`src/rtl/serial_subtractor_pkg.sv`:
```
// Shared types and elaboration helpers for the chunk-serial subtractor.
package serial_subtractor_pkg;

   typedef enum logic [1:0] {
      IDLE = 2'd0,
      RUN  = 2'd1,
      DONE = 2'd2
   } state_t;

   // Number of chunks processed per operation.
   function automatic int unsigned nchunk(input int unsigned data_w, input int unsigned chunk_w);
      return data_w / chunk_w;
   endfunction

   // Index register width; at least one bit so NCHUNK=1 still has a counter.
   function automatic int unsigned idx_width(input int unsigned n);
      return (n > 1) ? $clog2(n) : 1;
   endfunction

   // Widths are legal only when the operand splits into whole, non-empty chunks.
   function automatic bit chunk_cfg_ok(input int unsigned data_w, input int unsigned chunk_w);
      return (chunk_w != 0) && (data_w >= chunk_w) && ((data_w % chunk_w) == 0);
   endfunction

endpackage

```
`src/rtl/serial_subtractor_full_subtractor.sv`:
```
// One-bit full subtractor: Diff = X - Y - Bin, Bout set when the bit borrows.
module full_subtractor (
   input  logic X,
   input  logic Y,
   input  logic Bin,
   output logic Diff,
   output logic Bout
);

   assign Diff = X ^ Y ^ Bin;
   assign Bout = (~X & Y) | (~(X ^ Y) & Bin);

endmodule

```
`src/rtl/serial_subtractor.sv`:
```
// Chunk-serial two's-complement subtractor D = A - B - Bi, LSB chunk first.
// Optional signed-overflow output V is built when SERIAL_SUB_OVERFLOW_EN is defined.
module serial_subtractor
   import serial_subtractor_pkg::*;
#(
   parameter int unsigned DATA_WIDTH  = 32,
   parameter int unsigned CHUNK_WIDTH = 8
) (
   input  logic                  clk,
   input  logic                  reset_n,
   input  logic                  in_valid,
   output logic                  in_ready,
   input  logic [DATA_WIDTH-1:0] A,
   input  logic [DATA_WIDTH-1:0] B,
   input  logic                  Bi,
   output logic                  out_valid,
   input  logic                  out_ready,
   output logic [DATA_WIDTH-1:0] D,
   output logic                  Bo
`ifdef SERIAL_SUB_OVERFLOW_EN
   ,
   output logic                  V
`endif
);

   localparam int unsigned NCHUNK = nchunk(DATA_WIDTH, CHUNK_WIDTH);
   localparam int unsigned IDX_W  = idx_width(NCHUNK);
   localparam int unsigned BASE_W = $clog2(DATA_WIDTH) + 1;
   localparam logic [IDX_W-1:0] LAST_IDX = IDX_W'(NCHUNK - 1);

   if (!chunk_cfg_ok(DATA_WIDTH, CHUNK_WIDTH)) begin : g_bad_cfg
      $error("serial_subtractor: DATA_WIDTH must be a non-zero multiple of CHUNK_WIDTH");
   end

   state_t                  state_q;
   logic [DATA_WIDTH-1:0]   a_q;
   logic [DATA_WIDTH-1:0]   b_q;
   logic [DATA_WIDTH-1:0]   d_q;
   logic                    borrow_q;
   logic [IDX_W-1:0]        idx_q;
   logic                    bo_q;
   logic                    in_ready_q;
   logic                    out_valid_q;
`ifdef SERIAL_SUB_OVERFLOW_EN
   logic                    v_q;
`endif

   logic [BASE_W-1:0]       base_c;
   logic [CHUNK_WIDTH-1:0]  a_chunk_c;
   logic [CHUNK_WIDTH-1:0]  b_chunk_c;
   logic [CHUNK_WIDTH-1:0]  diff_d;
   logic [CHUNK_WIDTH:0]    bchain_c;
   logic                    borrow_d;

   // Select the active chunk of each operand.
   assign base_c    = BASE_W'(idx_q) * BASE_W'(CHUNK_WIDTH);
   assign a_chunk_c = a_q[base_c +: CHUNK_WIDTH];
   assign b_chunk_c = b_q[base_c +: CHUNK_WIDTH];

   // Ripple-borrow chain across one chunk, seeded by the inter-chunk borrow.
   assign bchain_c[0] = borrow_q;
   for (genvar i = 0; i < CHUNK_WIDTH; i++) begin : g_fs
      full_subtractor u_fs (
         .X    (a_chunk_c[i]),
         .Y    (b_chunk_c[i]),
         .Bin  (bchain_c[i]),
         .Diff (diff_d[i]),
         .Bout (bchain_c[i+1])
      );
   end
   assign borrow_d = bchain_c[CHUNK_WIDTH];

   // Control FSM with registered handshake outputs and result registers.
   always_ff @(posedge clk) begin
      if (!reset_n) begin
         state_q     <= IDLE;
         a_q         <= '0;
         b_q         <= '0;
         d_q         <= '0;
         borrow_q    <= 1'b0;
         idx_q       <= '0;
         bo_q        <= 1'b0;
         in_ready_q  <= 1'b1;
         out_valid_q <= 1'b0;
`ifdef SERIAL_SUB_OVERFLOW_EN
         v_q         <= 1'b0;
`endif
      end else begin
         case (state_q)
            IDLE: begin
               if (in_valid) begin
                  a_q        <= A;
                  b_q        <= B;
                  borrow_q   <= Bi;
                  idx_q      <= '0;
                  d_q        <= '0;
                  in_ready_q <= 1'b0;
                  state_q    <= RUN;
               end
            end
            RUN: begin
               d_q[base_c +: CHUNK_WIDTH] <= diff_d;
               borrow_q <= borrow_d;
               idx_q    <= idx_q + IDX_W'(1);
               if (idx_q == LAST_IDX) begin
                  bo_q        <= borrow_d;
`ifdef SERIAL_SUB_OVERFLOW_EN
                  v_q         <= (a_q[DATA_WIDTH-1] != b_q[DATA_WIDTH-1]) &&
                                 (diff_d[CHUNK_WIDTH-1] != a_q[DATA_WIDTH-1]);
`endif
                  out_valid_q <= 1'b1;
                  state_q     <= DONE;
               end
            end
            DONE: begin
               if (out_ready) begin
                  out_valid_q <= 1'b0;
                  in_ready_q  <= 1'b1;
                  state_q     <= IDLE;
               end
            end
            default: begin
               out_valid_q <= 1'b0;
               in_ready_q  <= 1'b1;
               state_q     <= IDLE;
            end
         endcase
      end
   end

   assign in_ready  = in_ready_q;
   assign out_valid = out_valid_q;
   assign D         = d_q;
   assign Bo        = bo_q;
`ifdef SERIAL_SUB_OVERFLOW_EN
   assign V         = v_q;
`endif

endmodule

```
`config.mk`:
```
export PLATFORM = sky130hd
export DESIGN_NAME = serial_subtractor
export DESIGN_NICKNAME = d
export VERILOG_FILES = /design/src/rtl/serial_subtractor_pkg.sv /design/src/rtl/serial_subtractor_full_subtractor.sv /design/src/rtl/serial_subtractor.sv
export SDC_FILE = /design/constraint.sdc
export NUM_CORES = 1
export LEC_CHECK = 0
export ABC_AREA = 1
export BUFFER_PORTS_ARGS = -buffer_cell sky130_fd_sc_hd__buf_2
export CAP_MARGIN = 20
export CORE_MARGIN = 2
export CORE_UTILIZATION = 54
export DETAILED_ROUTE_END_ITERATION = 7
export PLACE_DENSITY = 0.8
export SLEW_MARGIN = 20
export SYNTH_ARGS = -nofsm -noshare
export SYNTH_HDL_FRONTEND = slang
export SYNTH_SLANG_ARGS = --single-unit
```
`constraint.sdc`:
```
create_clock -name clk -period 5.4 [get_ports clk]
set_input_delay 0.54 -clock clk [delete_from_list [all_inputs] [get_ports clk]]
set_output_delay 0.54 -clock clk [all_outputs]
set_load 0.1 [all_outputs]
```
==> results.toml, run 1 <==
[synth]
syn_area_um2 = 4660
synth_cell_type_count = 25
synth_top_area_share_pct = 44.6
synthArstFlopShare_pct = 0
yosysWarnings = 0
synth_top_cells_by_count = "nor2_1 (180), dfxtp_1 (104), o21ai_0 (97)"
ys_seq_area_share_pct = 44.6
netlist_instances = 641
synth_most_common_cell = "nor2_1"
ys_seq_elements = 104
synth_nets = 722
yosysTopAreaCell = "dfxtp_1"
synth-edff-count = 0
syn_avg_cell_area_um2 = 7.27
synth_area_leaders = "dfxtp_1 (45%), nor2_1 (14%), o21ai_0 (10%), nand2_1 (5.3%), a21oi_1 (5.2%)"
synth-main-ff-cell = "dfxtp_1"

[floorplanning]
die_x_um = 96.9
die_area_um2 = 9390
start_util_pct = 56.2
core_um2 = 8300
rows = 33
ioPinCount = 104
die_h_um = 96.9

[final_layout]
seqCellArea_um2 = 2080
drive_gt1_share_pct = 18.4
multi_input_area_um2 = 2230
diodes = 0
fillCellCount = 789
area_growth_pct = 13.4
final_area_um2 = 5290
fin_util_pct = 63.7
finalNetCount = 798

[worst_setup_path]
end_kind = "flop"
crit_top_cell = "fa_1"
cp_cell_sequence = "inv_2, nor2_1, nor2_1, a21oi_1, fa_1, inv_1, fa_1, fa_1, fa_1, fa_1, fa_1, fa_1, inv_1, fa_1, inv_1, nand2_1, nor2_1, nand2_1, a21oi_1"
r2r-start = "idx_q[0]"
required_ps = 5680
startpoint_type = "flop"
cp_max_fo = 22
worstRegToRegCells = 19
cp_slowest_cell = "dfxtp_1"
worstSetupPathType = "reg2reg"
slowest_delay_ps = 630
r2r_setup_slack_ps = 490
critical_path_arrival_ps = 5200
r2r-end = "D[31]"

[cts]
cts_buffers = 9
path_clk_slew_ps = 100
ctsHoldBuffers = 0
cts_tree = "yes"
clockBufferDepth = 2
ctsResizeCount = 0
clock_latency_ps = 370
cts_setup_buffers = 0
cts_sinks = 104
htree_levels = 3
cts_root_buf = "clkbuf_8"

[drt]
drt_iter0_drc = 181
drtPass1Iterations = 5
vias = 4362
via_per_inst = 5.27
routedWlPerCell_um = 13.5
routed_wl_mm = 11.2
drc_errors = 0
ant_nets = 0

[sta]
worstMarginPinSlew_ps = 996
clock_skew_ps = 11.1
max_slew_margin_pct = 33.6
fin_crit_sh_pct = 91.0
fin_crit_ps = 4910
max_freq_mhz = 203
fin_setup_tns_ps = 0
final-max-slew-violation-count = 0
setup_viol = 0
rsz0062_at_grt = "no"
hold_viol_final = 0

[global_routing]
grt.total_usage_pct = 24.2
grt_max_degree = 109
antenna_found_initial = 0
grt_pass1_wl_mm = 19.0
overflow = 0
grt_pass1_vias = 3987

[min_path]
holdPathEnd = "a_q[19]"
hold_depth = 3
hold_path_class = "in2reg"
worstHoldStart = "A[19]"

[run]
cap_violations = 0

[place]
port_buffers = 103
finalWeightedCongestion = 0.922
place_area_um2 = 5100
dpl.hpwl_mm = 8.10

[pwr]
ir_drop_mv = 0.138
pwr_density_cell_nw_per_um2 = 319
p_leak_nw = 2.35

[outcome]
outcome = "completed"
-- placed cells by master, fill, tap and decap left out, types with 8 or more instances in the layout --
cell type  count
a21oi_1       48
buf_2        103
clkbuf_8      11
dfxtp_1      104
fa_1           8
inv_1         29
nand2_1       66
nand3_1       35
nor2_1       180
o21ai_0       97
-- metal layers --
layer | vias to the layer above | track usage, % | part of all wire, %
li1 | 2232 | - | -
met1 | 1971 | 34.0 | 47
met2 | 146 | 39.5 | 47
met3 | 13 | 3.54 | 4.9
met4 | 0 | 5.85 | 1.1
met5 | - | 0 | 0
-- through the flow --
step,worst slack (ps),hold slack [ps],total power [mW],instances
6_report,485,425,1.69,827
2_1_floorplan,962,424,1.14,641
5_1_grt,29.5,419,1.78,827
3_3_place_gp,678,427,1.23,811
4_1_cts,544,420,1.69,827
3_5_place_dp,579,437,1.24,811
-- where the power goes --
group          switching [mW]  total, mW  internal (mW)
logic                   0.248      0.370          0.122
clock network           0.269      0.465          0.196
registers              0.0332      0.851          0.818
-- worst max-delay path: cells and delay by family (launching register included) --
kind	cells	cell delay [ps]
buf+inv	4	480
simple gates	5	490
flops	1	630
compound gates	2	300
fa+ha+maj	8	2900
-- how the worst max path moves through the flow --
stage / from / endpoint / slack, ps / cells after the start
CTS: idx_q[0] / D[31] / 540 / 19
detailed placement: idx_q[0] / D[31] / 580 / 19
global route: idx_q[0] / D[31] / 30 / 19
finish: idx_q[0] / D[31] / 490 / 19
floorplan: idx_q[0] / D[31] / 960 / 19
global placement: idx_q[0] / D[31] / 680 / 19
-- state kept, by name, summed over array words and instances, names as in the netlist, 2 cells and up --
register,flops
D,32
a_q,32
b_q,32
idx_q,2
state_q,2
-- area by class of cell --
type / instances / share of cell area [%]
Clock inverter: 5 / 0.734
Multi-Input combinational cell: 464 / 42.1
Sequential cell: 104 / 39.4
Tap cell: 105 / 2.48
Clock buffer: 11 / 2.86
Timing Repair Buffer: 106 / 10.2
Inverter: 32 / 2.27
-- logic make-up (layout without fill, tap and decap cells) --
| family | Yosys count | in the layout | synth area share (%) |
|---|---|---|---|
| DFF | 104 | 104 | 44.6 |
| buffers and inverters | 73 | 154 | 7.62 |
| adders and majority gates | 12 | 12 | 4.51 |
| AOI/OAI and AO/OA | 154 | 154 | 16.8 |
| and+or+nand+nor | 298 | 298 | 26.5 |
Note: power is estimated with default switching activity, not from simulation.
==> inputs of run 2 (changes only) <==
CTS_CLUSTER_DIAMETER = 50   (was not set)
PLACE_DENSITY = 0.81   (was 0.8)
==> results.toml, run 2 (synthesized netlist as in run 1, its figures left out) <==
[outcome]
outcome = "completed"

[cts]
cts_setup_buffers = 0
ctsHoldBuffers = 0
path_clk_slew_ps = 100
clockBufferDepth = 2
cts_buffers = 9
htree_levels = 3
cts_tree = "yes"
cts_sinks = 104
clock_latency_ps = 370
cts_root_buf = "clkbuf_8"
ctsResizeCount = 0

[drt]
routedWlPerCell_um = 13.9
drtPass1Iterations = 5
drt_iter0_drc = 251
via_per_inst = 5.38
routed_wl_mm = 11.5
vias = 4457
ant_nets = 0
drc_errors = 0

[worst_setup_path]
end_kind = "flop"
startpoint_type = "flop"
cp_max_fo = 21
required_ps = 5690
worstSetupPathType = "reg2reg"
r2r-start = "idx_q[0]"
cp-startpoint = "idx_q[0]"
worstRegToRegCells = 19
critical_path_arrival_ps = 5190

[place]
port_buffers = 103
finalWeightedCongestion = 0.905
dpl.hpwl_mm = 8.36

[global_routing]
grt_pass1_vias = 4117
overflow = 0
grt_pass1_wl_mm = 19.5
grt_max_degree = 108
grt.total_usage_pct = 25.2
antenna_found_initial = 0

[sta]
max_slew_margin_pct = 32.6
fin_crit_sh_pct = 90.8
fin_setup_tns_ps = 0
rsz0062_at_grt = "no"
max_freq_mhz = 204
worstMarginPinSlew_ps = 1010
hold_viol_final = 0
fin_crit_ps = 4900
final-max-slew-violation-count = 0
clock_skew_ps = 9.95
setup_viol = 0

[floorplanning]
die_x_um = 96.9
core_um2 = 8300
start_util_pct = 56.2
ioPinCount = 104
rows = 33
die_area_um2 = 9390
die_h_um = 96.9

[final_layout]
mostFrequentLayoutCells = "nor2_1 (180), dfxtp_1 (104), buf_2 (103), o21ai_0 (97), nand2_1 (66)"
final_common_cell = "nor2_1"
area_growth_pct = 13.8
drive_gt1_share_pct = 18.5
finalNetCount = 799
diodes = 0

[run]
cap_violations = 0

[pwr]
pwr_density_cell_nw_per_um2 = 325
p_leak_nw = 2.37
power_mw = 1.72
ir_drop_mv = 0.170

[min_path]
worstHoldStart = "B[29]"
hold_path_class = "in2reg"
hold_depth = 3
==> run 2: changes by cell type in the layout (fill, tap and decap cells not counted) <==
| cell | delta |
|---|---|
| buf_4 | +1 |
| bufinv_16 | +1 |
| clkbuf_8 | -1 |
| clkinv_2 | +1 |
| clkinvlp_4 | -1 |
==> run 2: area by class of cell <==
type                       instances  area [um^2]
fill                             799         2990
multi-input combinational        464         2230
sequential                       104         2080
timing repair buffer             107          546
clock buffer                      10          138
tap                              105          131
inverter                          32          120
clock inverter                     6         66.3
==> run 2: power by group <==
group / switching, mW / internal, mW
Combinational: 0.250 / 0.123
Sequential: 0.0343 / 0.818
Clock: 0.269 / 0.230
Total: 0.554 / 1.17
==> run 2: per-layer routing <==
metal	vias to the layer above	global-route usage, %	part of all wire (%)
met5	-	0	0
met4	0	6.83	1.2
met3	13	4.62	6.0
met2	155	42.1	48
met1	2054	33.5	44
li1	2235	-	-
==> run 2: final timing paths <==
path | endpoint | slack [ps]
hold / removal | b_q[29] | 410
setup / recovery | D[31] | 500
setup reg to reg | D[31] | 500
hold reg to reg | in_ready | 450
==> run 2: metrics by stage <==
stage	util [%]	setup WS [ps]	area, um^2	instances	hold slack [ps]
floorplan	-	962	4660	641	424
global placement	61.5	694	5100	812	428
detailed placement	61.5	550	5100	812	427
CTS	64.0	521	5310	828	404
global route	64.0	101	5310	828	412
finish	64.0	496	5310	828	409
==> run 2: worst max-delay path: stages (launching register included) <==
cell	delay, ps
dfxtp_1	730
inv_2	200
nor2_1	130
nor2_1	50
a21oi_1	180
fa_1	200
inv_1	50
fa_1	370
fa_1	390
fa_1	400
fa_1	390
fa_1	390
fa_1	390
inv_1	80
fa_1	430
inv_1	70
nand2_1	60
nor2_1	120
nand2_1	60
a21oi_1	120
==> inputs of run 3 (changes only) <==
--- a/config.mk
+++ b/config.mk
@@ -14,4 +14,5 @@
 export DETAILED_ROUTE_END_ITERATION = 7
 export PLACE_DENSITY = 0.81
+export REMOVE_ABC_BUFFERS = 1
 export SLEW_MARGIN = 20
 export SYNTH_ARGS = -nofsm -noshare
==> constraint.sdc (replaced) <==
create_clock -name clk -period 5.4 [get_ports clk]
set_input_delay 0.81 -clock clk [delete_from_list [all_inputs] [get_ports clk]]
set_output_delay 0.81 -clock clk [all_outputs]
set_load 0.1 [all_outputs]
==> results.toml, run 3 (synthesized netlist as in run 1, its figures left out) <==
[outcome]
outcome = "completed"

[worst_setup_path]
cp-startpoint = "idx_q[1]"
crit_top_cell = "fa_1"
startpoint_type = "flop"
cp_slowest_cell = "fa_1"
slowest_delay_ps = 440
critPathTopFamily = "adder cells"
path_buf_inv = 4
worstSetupPathType = "reg2reg"
required_ps = 5690
cp_max_fo = 11
critical_path_arrival_ps = 5130
cp_cell_sequence = "inv_1, o21ai_0, o22ai_1, fa_1, inv_1, fa_1, fa_1, fa_1, fa_1, fa_1, fa_1, inv_1, fa_1, inv_1, nand2_1, nor2_1, nand2_1, a21oi_1"
end_kind = "flop"
r2r_setup_slack_ps = 560
worstRegToRegCells = 18
r2r-end = "D[15]"
r2r-start = "idx_q[1]"

[cts]
cts_root_buf = "clkbuf_8"
cts_setup_buffers = 0
clock_latency_ps = 370
clockBufferDepth = 2
htree_levels = 3
cts_buffers = 9
path_clk_slew_ps = 100
cts_tree = "yes"
ctsHoldBuffers = 0
cts_sinks = 104
ctsResizeCount = 0

[sta]
worstMarginPinSlew_ps = 931
max_freq_mhz = 207
fin_setup_tns_ps = 0
final-max-slew-violation-count = 0
max_slew_margin_pct = 37.9
fin_crit_sh_pct = 89.7
setup_viol = 0
clock_skew_ps = 8.21
hold_viol_final = 0
fin_ws_ps = 558
rsz0062_at_grt = "no"
fin_crit_ps = 4840

[drt]
wl_met1_mm = 4.93
vias = 4415
dr_wl_met3_um = 649
drt_iter0_drc = 206
routed_wl_mm = 11.0
top_layer = "met4"
routedWlPerCell_um = 13.3
via_per_inst = 5.32
ant_nets = 0
drc_errors = 0
route.met2.wl_mm = 5.22
drtPass1Iterations = 5

[global_routing]
overflow = 0
grt_pass1_vias = 4097
antenna_found_initial = 0
grt_pass1_wl_mm = 18.7
grt.total_usage_pct = 23.7
grt_max_degree = 109

[floorplanning]
die_h_um = 96.9
ioPinCount = 104
die_x_um = 96.9
die_area_um2 = 9390
start_util_pct = 56.2
core_um2 = 8300
rows = 33

[place]
finalWeightedCongestion = 0.856
place_area_um2 = 5120
dpl.hpwl_mm = 7.84
port_buffers = 103
pre_cts_slack_ps = 666

[final_layout]
final_common_cell = "nor2_1"
area_growth_pct = 15.1
final_area_um2 = 5370
drive_gt1_share_pct = 18.6
diodes = 0
fin_util_pct = 64.6
finalNetCount = 801
mostFrequentLayoutCells = "nor2_1 (180), dfxtp_1 (104), buf_2 (103), o21ai_0 (97), nand2_1 (66)"

[min_path]
worstHoldStart = "out_valid"
hold_depth = 2
hold_path_class = "reg2reg"
holdPathEnd = "out_valid"

[pwr]
ir_drop_mv = 0.185
power_mw = 1.80
p_leak_nw = 2.40
pwr_density_cell_nw_per_um2 = 336

[run]
cap_violations = 0
## run 3: per-stage QoR
stage                     hold WS, ps  cells
after floorplan                   424    600
after global placement            425    814
after CTS                         455    830
after detailed placement          442    814
after global routing              465    830
final                             453    830
## run 3: layout make-up
type	instances	area [um^2]
clock buffers	11	141
clock inverters	5	104
fillers	736	2930
inverters	32	120
multi-input cells	464	2230
flip-flops and latches	104	2080
well taps	105	131
repair buffers	109	561
## run 3: layer usage
layer | global-route usage, % | up-vias
met2 | 39.0 | 147
li1 | - | 2236
met4 | 8.13 | 0
met5 | 0 | -
met3 | 4.99 | 22
met1 | 30.9 | 2010
## run 3: worst max-delay path by stage
stage                       end  slack, ps  depth (start not counted)
final                     D[15]        560                         18
after global routing      D[15]        290                         18
after CTS                 D[15]        600                         18
after detailed placement  D[15]        670                         18
after global placement    D[31]        940                         18
after floorplan           D[31]        310                         19
## run 3: power breakdown
part           internal, mW  total, mW  switching, mW
registers             0.817      0.846         0.0286
logic                 0.124      0.376          0.252
clock network         0.321      0.580          0.259
## run 3: worst reg2reg max path, delay by kind of cell, from the launching register on
kind / cells / cell delay, ps
fa+ha+maj: 8 / 3030
compound gates: 3 / 520
simple gates: 3 / 300
flops: 1 / 430
buf+inv: 4 / 500
